$ cat config.mk
export PLATFORM = sky130hd
export DESIGN_NAME = fir_ctrl
export DESIGN_NICKNAME = d
export VERILOG_FILES = /design/src/rtl/fir_ctrl.sv
export SDC_FILE = /design/constraint.sdc
export NUM_CORES = 1
export LEC_CHECK = 0
export ABC_AREA = 1
export CAP_MARGIN = 10
export CORE_MARGIN = 2
export CORE_UTILIZATION = 48
export DETAILED_ROUTE_END_ITERATION = 10
export PLACE_DENSITY_LB_ADDON = 0.2
export SYNTH_ARGS = -nofsm -noshare
export SYNTH_HDL_FRONTEND = slang
export SYNTH_SLANG_ARGS = --single-unit
export TNS_END_PERCENT = 1
$ cat constraint.sdc
create_clock -name axis_clk -period 1.85 [get_ports axis_clk]
set_input_delay 0.185 -clock axis_clk [delete_from_list [all_inputs] [get_ports axis_clk]]
set_output_delay 0.185 -clock axis_clk [all_outputs]
set_load 0.02 [all_outputs]
$ cat src/rtl/fir_ctrl.sv
`default_nettype none
// ============================================================================
// Module   : fir_ctrl
// Purpose  : FIR sequencer - clears the data RAM, then per input sample walks
//            Tape_Num taps through the tap/data RAMs and hands the result out.
//            Define FIR_CTRL_PERF_EN to build the busy-cycle counter.
// Revision : 1.0
// ============================================================================
module fir_ctrl #(
    parameter int pADDR_WIDTH = 12,
    parameter int pDATA_WIDTH = 32,
    parameter int Tape_Num    = 11
) (
    input  logic                   axis_clk,
    input  logic                   axis_rst_n,
    input  logic                   cfg_start,
    input  logic                   cfg_rd_ctrl,
    input  logic [pDATA_WIDTH-1:0] cfg_len,
    input  logic                   ss_tvalid,
    input  logic                   ss_tlast,
    output logic                   ss_tready,
    output logic                   sm_tvalid,
    input  logic                   sm_tready,
    output logic                   sm_tlast,
    output logic                   tap_EN,
    output logic [pADDR_WIDTH-1:0] tap_A,
    output logic                   data_EN,
    output logic [3:0]             data_WE,
    output logic [pADDR_WIDTH-1:0] data_A,
    output logic                   mac_clr,
    output logic                   mac_en,
    output logic                   ap_start,
    output logic                   ap_done,
    output logic                   ap_idle,
    output logic [31:0]            cycle_count
);

    localparam int                     CNT_W    = (Tape_Num > 1) ? $clog2(Tape_Num) : 1;
    localparam logic [CNT_W-1:0]       CNT_LAST = CNT_W'(Tape_Num - 1);
    localparam logic [CNT_W-1:0]       CNT_ONE  = CNT_W'(1);
    localparam logic [pDATA_WIDTH-1:0] LEN_ONE  = pDATA_WIDTH'(1);

    typedef enum logic [2:0] {
        IDLE    = 3'd0,
        CLEAR   = 3'd1,
        WAIT_IN = 3'd2,
        MAC     = 3'd3,
        DRAIN   = 3'd4,
        OUT     = 3'd5
    } state_t;

    state_t                 state;
    state_t                 state_nx;
    logic [CNT_W-1:0]       cnt;
    logic [CNT_W-1:0]       wptr;
    logic [CNT_W-1:0]       ridx;
    logic [pDATA_WIDTH-1:0] len_q;
    logic [pDATA_WIDTH-1:0] sample_cnt;
    logic                   tlast_q;

    logic in_hs;
    logic out_hs;
    logic last_sample;
    logic clear_end;
    logic mac_end;
    logic done_set;

    function automatic logic [pADDR_WIDTH-1:0] word_addr(input logic [CNT_W-1:0] idx);
        return pADDR_WIDTH'({idx, 2'b00});
    endfunction

    assign in_hs       = (state == WAIT_IN) && ss_tvalid;
    assign out_hs      = (state == OUT) && sm_tready;
    assign last_sample = tlast_q || ((sample_cnt + LEN_ONE) == len_q);
    assign clear_end   = (state == CLEAR) && (cnt == CNT_LAST);
    assign mac_end     = (state == MAC) && (cnt == CNT_LAST);
    assign done_set    = (out_hs && last_sample) || (clear_end && (len_q == '0));

    always_ff @(posedge axis_clk or negedge axis_rst_n) begin
        if (!axis_rst_n) begin
            state <= IDLE;
        end else begin
            state <= state_nx;
        end
    end

    always_comb begin
        state_nx  = state;
        ss_tready = 1'b0;
        sm_tvalid = 1'b0;
        sm_tlast  = 1'b0;
        tap_EN    = 1'b0;
        tap_A     = '0;
        data_EN   = 1'b0;
        data_WE   = 4'h0;
        data_A    = '0;
        mac_clr   = 1'b0;
        ap_start  = 1'b0;
        ap_idle   = 1'b0;
        case (state)
            IDLE: begin
                ap_idle = 1'b1;
                if (cfg_start) state_nx = CLEAR;
            end
            CLEAR: begin
                tap_EN   = 1'b1;
                data_EN  = 1'b1;
                data_WE  = 4'hF;
                data_A   = word_addr(cnt);
                ap_start = 1'b1;
                if (clear_end) state_nx = (len_q == '0) ? IDLE : WAIT_IN;
            end
            WAIT_IN: begin
                ss_tready = 1'b1;
                tap_EN    = 1'b1;
                data_EN   = 1'b1;
                data_A    = word_addr(wptr);
                if (ss_tvalid) begin
                    data_WE  = 4'hF;
                    mac_clr  = 1'b1;
                    state_nx = MAC;
                end
            end
            MAC: begin
                tap_EN  = 1'b1;
                data_EN = 1'b1;
                tap_A   = word_addr(cnt);
                data_A  = word_addr(ridx);
                if (mac_end) state_nx = DRAIN;
            end
            DRAIN: begin
                tap_EN   = 1'b1;
                data_EN  = 1'b1;
                state_nx = OUT;
            end
            OUT: begin
                sm_tvalid = 1'b1;
                sm_tlast  = last_sample;
                if (sm_tready) state_nx = last_sample ? IDLE : WAIT_IN;
            end
            default: state_nx = IDLE;
        endcase
    end

    always_ff @(posedge axis_clk or negedge axis_rst_n) begin
        if (!axis_rst_n) begin
            cnt        <= '0;
            wptr       <= '0;
            ridx       <= '0;
            len_q      <= '0;
            sample_cnt <= '0;
            tlast_q    <= 1'b0;
            mac_en     <= 1'b0;
            ap_done    <= 1'b0;
        end else begin
            // RAM read data lags the address by one cycle, so the accumulate strobe does too
            mac_en <= (state == MAC);

            if (((state == CLEAR) && !clear_end) || ((state == MAC) && !mac_end))
                cnt <= cnt + CNT_ONE;
            else
                cnt <= '0;

            if ((state == IDLE) && cfg_start) len_q <= cfg_len;

            if (clear_end) begin
                wptr       <= '0;
                sample_cnt <= '0;
            end else if (out_hs) begin
                wptr       <= (wptr == CNT_LAST) ? '0 : wptr + CNT_ONE;
                sample_cnt <= sample_cnt + LEN_ONE;
            end

            // ridx walks backwards through the circular sample buffer, newest first
            if (in_hs) begin
                tlast_q <= ss_tlast;
                ridx    <= wptr;
            end else if (state == MAC) begin
                ridx <= (ridx == '0) ? CNT_LAST : ridx - CNT_ONE;
            end

            if (done_set)
                ap_done <= 1'b1;
            else if (cfg_rd_ctrl || cfg_start)
                ap_done <= 1'b0;
        end
    end

`ifdef FIR_CTRL_PERF_EN
    logic [31:0] perf_cnt;

    always_ff @(posedge axis_clk or negedge axis_rst_n) begin
        if (!axis_rst_n)
            perf_cnt <= 32'd0;
        else if ((state == IDLE) && cfg_start)
            perf_cnt <= 32'd0;
        else if (state != IDLE)
            perf_cnt <= perf_cnt + 32'd1;
    end

    assign cycle_count = perf_cnt;
`else
    assign cycle_count = 32'd0;
`endif

endmodule
`default_nettype wire

==> results.toml, run 1 <==
[outcome]
status = "finished with violations"
violations = "setup timing"

[timing]
max_freq_ghz = 0.3748
hold_viol_final = 0
post-route-period-util = 1.442
min_period_ns = 2.668
max_slew.worst_pin.slew_ns = 0.6122
skew_ns = 0.007573
setup_ws_ns = -0.8184
whs_ns = 0.2724
slew_violations = 0
rsz0062_at_grt = "yes"
finalSetupViolations = 8
slew-limit-headroom = 0.5881

[setup_path]
startpoint_type = "flip-flop"
worstPathRequired_ns = 1.66
worstReg2RegStart = "sample_cnt[4]"
critical_path_class = "flip-flop to primary output"
path_max_fanout = 9
cp-startpoint = "sample_cnt[4]"
reg2reg_to = "state[1]"
r2r_setup_slack_ns = -0.72
r2r_cells = 20
cp-end-kind = "primary output"
crit_end = "sm_tlast"
cp.arrival_ns = 2.48

[clocking]
cts_root_buf = "clkbuf_16"
tritoncts = "done"
cts.sinks = 82
cts_buffer_depth = 2
htreeDepth = 3
clkTransAtPathRegs_ns = 0.06
cts_buffers = 9
clk_latency_ns = 0.35

[pwr]
vdd_ir_drop_max_v = 0.001141
p_total_mw = 12.91
power_leakage_nw = 3.994
p_per_area_nw_per_um2 = 1690

[synth]
synth-seq-area-share = 0.3695
synth_cell_types = 39
synth_flop_cell = "dfrtp_1"
synthArstFlopShare = 1.000
ys_top_cells_by_count = "nand2_1 (190), inv_1 (98), nor2_1 (98), dfrtp_1 (82), nand3_1 (73)"
synth_edf_count = 0
yosysTopAreaCellShare = 0.3695
ys_seq_elements = 82
synth_area_leaders = "dfrtp_1 (37%), nand2_1 (13%), buf_4 (7.0%)"
yosys_warnings = 0
synth.largest_area_cell = "dfrtp_1"
synthCells = 781
synth_area_um2 = 5553
synth.most_common_cell = "nand2_1"
syn_area_per_cell_um2 = 7.110

[floorplan]
io_pins = 109
dieArea_um2 = 12440
num_rows = 39
chipWidth_um = 111.6
core_area_um2 = 11370
die_h_um = 111.6
floorplan.initialDensity = 0.4884

[placement]
port_buffers = 60
dp_hpwl_um = 12310
gp_congestion = 0.9391
place_area_um2 = 7227

[global_routing]
grtUsageTotal = 0.2701
grt_pass1_vias = 5670
grt.met3_usage = 0.03375
grt_max_degree = 42
antenna_found_initial = 0
grt_util_met2 = 0.4472
grt_overflow = 0
grt_pass1_wl_um = 26990
busiest_layer = "met2"
use_met1 = 0.3645

[route]
drt_wl_total_um = 16220
vias_per_cell = 5.035
wl_per_cell_um = 14.26
drtIter0Drc = 420
first_pass_iters = 5
drc = 0
dr_total_vias = 5725
ant_nets = 0

[final_layout]
n_antenna_cell = 0
fin_nets = 1035
drive_gt1_frac = 0.2586
final_area_um2 = 7635
syn2layout_area_growth_pct = 37.49
n_fill_cell = 1003

[hold_path]
hold_path_class = "primary input to asynchronous set/reset pin"

[flow_run]
cap_violations = 0
==> worst min path at each step <==
stage	slack, ns	start	end	cells past startpoint
final	0.27	axis_rst_n	ridx[2]	2
after CTS	0.30	axis_rst_n	ridx[2]	2
after global routing	0.30	axis_rst_n	ridx[3]	2
after floorplan	-0.11	axis_rst_n	ap_done	0
after detailed placement	0.11	axis_rst_n	ridx[2]	1
after global placement	0.10	axis_rst_n	ridx[3]	1
==> state kept, by name (all words and copies together) (netlist names) <==
signal / flops
mac_en: 1
state: 3
cnt: 4
ap_done: 1
ridx: 4
sample_cnt: 32
tlast_q: 1
wptr: 4
len_q: 32
==> critical path: stages, from the launching register on <==
cell and delay (ns):
dfrtp_1 0.43, nand2_2 0.12, nor2_4 0.18, nand2_4 0.12, nor2_8 0.18, nand2_1 0.07
nand2_1 0.08, nand2_1 0.07, nand2_1 0.06, nand2_1 0.08, nor2_2 0.14, nand2_1 0.07
nor2_2 0.10, nand3_2 0.14, a21oi_4 0.15, buf_6 0.13
==> power by group <==
group          total, mW  internal, mW  switching, mW
Clock               1.90          1.17          0.729
Sequential          3.42          2.66          0.758
Combinational       7.59          3.54           4.04
==> kinds of logic (layout without fill, tap and decap cells) <==
group,count (synthesis),count (layout),share of synthesized area
simple gates,416,416,0.3436
buf+inv,167,333,0.1487
compound gates,96,96,0.09824
flops,82,82,0.3695
xor+xnor,7,7,0.01352
fa+ha+maj,6,6,0.01352
mux,6,6,0.01217
other cells,1,48,0.0006753
==> cell type report <==
cell class                      instances  area [µm²]  share of cell area
Inverter                              103       386.6             0.05064
Clock buffer                           12       236.5             0.03097
Clock inverter                          3       65.06            0.008522
Sequential cell                        82        2056              0.2693
Tap cell                              143       178.9             0.02343
Multi-Input combinational cell        579        2967              0.3886
Timing Repair Buffer                  215        1745              0.2286
==> per-stage QoR <==
step                worst slack [ns]    util  std cells  setup TNS (ns)
detailed placement            -1.023  0.6356       1114          -3.462
finish                       -0.8184  0.6715       1137          -2.381
global placement             -0.9446  0.6356       1114          -2.468
global route                 -0.9592  0.6715       1137          -5.824
CTS                          -0.8145  0.6667       1136          -2.419
floorplan                    -0.2520       -        828          -4.475
==> cells in the final DEF, fill, tap and decap left out, drive strengths merged <==
cell type and count:
o221ai 2, clkbuf 12, nor4 7, nor2 114, dlygate4sd2 4, nand4 5, dfrtp 82, a21oi 37
o211ai 2, ha 6, inv 103, o22ai 26, xnor2 1, dlygate4sd3 1, bufinv 2, clkdlybuf4s15 2
and2 2, nand2 202, mux2 6, nor3 8, buf 169, clkdlybuf4s50 39, xor2 5, nand3b 2
a22oi 3, o21ai 25, conb 48, clkinv 1, nand3 76, a32oi 1, xnor3 1
==> timing repair <==
item	4_1_cts	5_1_grt
endpoints found under the hold margin	20	0
pin swaps	6	3
setup buffers	6	1
hold buffers	1	0
gates resized for setup	80	29
endpoints found under the setup margin	42	52
==> routing by layer <==
layer,vias to the layer above,part of all wire
li1,2835,-
met4,0,0.019
met1,2691,0.45
met2,178,0.48
met5,-,0
met3,21,0.048
No activity file was read; power rests on OpenSTA's default activity.
==> run 2, diff against run 1 <==
--- a/config.mk
+++ b/config.mk
@@ -7,6 +7,7 @@
 export LEC_CHECK = 0
 export ABC_AREA = 1
 export CAP_MARGIN = 10
+export CORE_ASPECT_RATIO = 1.2
 export CORE_MARGIN = 2
 export CORE_UTILIZATION = 48
 export DETAILED_ROUTE_END_ITERATION = 10
==> constraint.sdc (replaced) <==
create_clock -name axis_clk -period 1.85 [get_ports axis_clk]
set_input_delay 0.185 -clock axis_clk [delete_from_list [all_inputs] [get_ports axis_clk]]
set_output_delay 0.185 -clock axis_clk [all_outputs]
set_load 0.05 [all_outputs]
==> run 2 against run 1 <==
Effect of this change:
- combinational power up 10%
- cell count down 3.3%
- hold slack better by 0.033 ns
- clock power up 2%
- core utilization down 0.20 points
- first-iteration DRC count up 11%
- wire length down 3.9%
- sequential power about the same
- via count down 2.0%
- the flow still finishes with violations (setup timing)
==> results.toml, run 2 (same netlist as run 1, synthesis figures left out) <==
[final_layout]
n_antenna_cell = 0
reg_top3 = "len_q x32, sample_cnt x32"
n_fill_cell = 980
final_area_um2 = 7636
most-common-layout-cells = "nand2_1 (187), buf_4 (96), inv_1 (93)"
fin_nets = 983
final_util = 0.6695
layoutNonFillerInstCount = 1100
layout_commonest_cell = "nand2_1"
drive_gt1_frac = 0.2301
syn2layout_area_growth_pct = 37.52

[timing]
skew_ns = 0.008222
min_period_ns = 2.760
rsz0062_at_grt = "yes"
max_slew.worst_pin.slew_ns = 0.5090
hold_viol_final = 0
setup_ws_ns = -0.9104
max_freq_ghz = 0.3623
post-route-period-util = 1.492
tns_ns = -2.357
slew_violations = 0
slew-limit-headroom = 0.6596
finalSetupViolations = 11

[route]
vias_per_cell = 5.099
drtIter0Drc = 468
dr_total_vias = 5609
drc = 0
first_pass_iters = 5
wl_per_cell_um = 14.17
ant_nets = 0
drt_wl_total_um = 15590

[global_routing]
grtUsageTotal = 0.2646
grt_pass1_wl_um = 26000
antenna_found_initial = 0
grt_overflow = 0
grt_max_degree = 42
grt_pass1_vias = 5646

[setup_path]
cp.arrival_ns = 2.58
critical_path_class = "flip-flop to primary output"
crit_family = "simple AND/OR/NAND/NOR gates"
path_max_fanout = 4
crit_top_cell = "nand2_1"
startpoint_type = "flip-flop"
path_buf_inv = 3
critical_path.cell_chain = "buf_6 > nand2_2 > nor2_8 > nand2_2 > buf_4 > nand2_1 > nand2_1 > nand2_1 > nand2_1 > nor2_2 > nand2_1 > nor2_2 > nand2_1 > nor2_2 > nand3_2 > a21oi_4 > buf_12"
worstPathRequired_ns = 1.66
cp_slowest_cell = "dfrtp_1"
cp-end-kind = "primary output"
critPathMaxStageDelay_ns = 0.42

[clocking]
cts_buffers = 9
clk_latency_ns = 0.34
cts.sinks = 82
tritoncts = "done"
cts_buffer_depth = 2
clkTransAtPathRegs_ns = 0.06
cts_root_buf = "clkbuf_16"
htreeDepth = 3

[flow_run]
cap_violations = 0

[floorplan]
core_area_um2 = 11410
die_h_um = 121.8
io_pins = 109
num_rows = 43
dieArea_um2 = 12450
chipWidth_um = 102.2
floorplan.initialDensity = 0.4868

[pwr]
p_clk_frac = 0.141
p_total_mw = 13.75
switchingPower_mw = 6.263
p_per_area_nw_per_um2 = 1800
combPwrFrac = 0.608
seq_power_share = 0.251
power_switching_share = 0.4556
power_leakage_nw = 3.839
internal-power_mw = 7.485
vdd_ir_drop_max_v = 0.001004

[hold_path]
hold_path_class = "primary input to asynchronous set/reset pin"

[placement]
port_buffers = 60
gp_congestion = 0.9486
dp_hpwl_um = 12110
place_area_um2 = 7096
placedCellCount = 1075

[outcome]
status = "finished with violations"
violations = "setup timing"
==> run 2: cell count changes in the layout (fill, tap and decap cells not counted), moves of 3 or more <==
cell / delta
buf_12: +21
nor2_1: +4
buf_4: -61
o21ai_0: -3
buf_2: -8
nor2_2: -10
nor2_4: +6
o21ai_2: +3
inv_1: -4
nand2_2: -4
dlygate4sd2_1: -4
==> run 2: cell type report <==
| class | instances | area [µm²] | area share |
|---|---|---|---|
| Timing Repair Buffer | 163 | 1635 | 0.2142 |
| Clock buffer | 11 | 242.7 | 0.03179 |
| Sequential cell | 82 | 2054 | 0.2690 |
| Multi-Input combinational cell | 579 | 3038 | 0.3978 |
| Tap cell | 157 | 196.4 | 0.02573 |
| Clock inverter | 5 | 77.57 | 0.01016 |
| Inverter | 103 | 391.6 | 0.05129 |
==> run 2: power by group through the flow <==
| stage | registers [mW] | logic [mW] | clock network [mW] |
|---|---|---|---|
| 2_1_floorplan | 3.35 | 4.68 | 0 |
| 3_3_place_gp | 3.41 | 7.72 | 0 |
| 3_5_place_dp | 3.44 | 7.91 | 0 |
| 4_1_cts | 3.41 | 8.16 | 1.96 |
| 5_1_grt | 3.56 | 9.13 | 2.03 |
| 6_report | 3.45 | 8.36 | 1.94 |
==> run 2: repair_timing <==
item | CTS | global route
hold buffers | 1 | 0
pin swaps | 9 | 8
endpoints found under the hold margin | 24 | 0
setup buffers | 4 | 4
gates resized for setup | 23 | 21
endpoints found under the setup margin | 19 | 50
==> run 2: path summary, 6_finish.rpt <==
kind	from	end	slack (ns)	cells after the start
setup / recovery	sample_cnt[1]	sm_tlast	-0.91	17
hold / removal	axis_rst_n	ridx[1]	0.31	2
setup reg to reg	sample_cnt[1]	state[1]	-0.64	21
hold reg to reg	cnt[0]	cnt[0]	0.55	2
max in group asynchronous	axis_rst_n	sample_cnt[26]	0.95	3
min in group axis_clk	cfg_len[28]	len_q[28]	0.42	3
==> run 2: routing by layer <==
layer | GRT usage | part of all wire | vias to the layer above | routed length, µm
met3 | 0.03729 | 0.046 | 44 | 717
met2 | 0.4720 | 0.51 | 184 | 7999
li1 | - | - | 2735 | -
met5 | 0 | 0 | - | 0
met4 | 0.1067 | 0.031 | 0 | 485
met1 | 0.3174 | 0.41 | 2646 | 6388
==> run 2: per-stage QoR <==
stage | setup WS [ns] | hold slack (ns)
after floorplan | -0.3962 | -0.1106
after global placement | -0.5729 | 0.1253
after global routing | -1.107 | 0.3277
after CTS | -0.9038 | 0.3126
after detailed placement | -0.6623 | 0.1251
final | -0.9104 | 0.3053
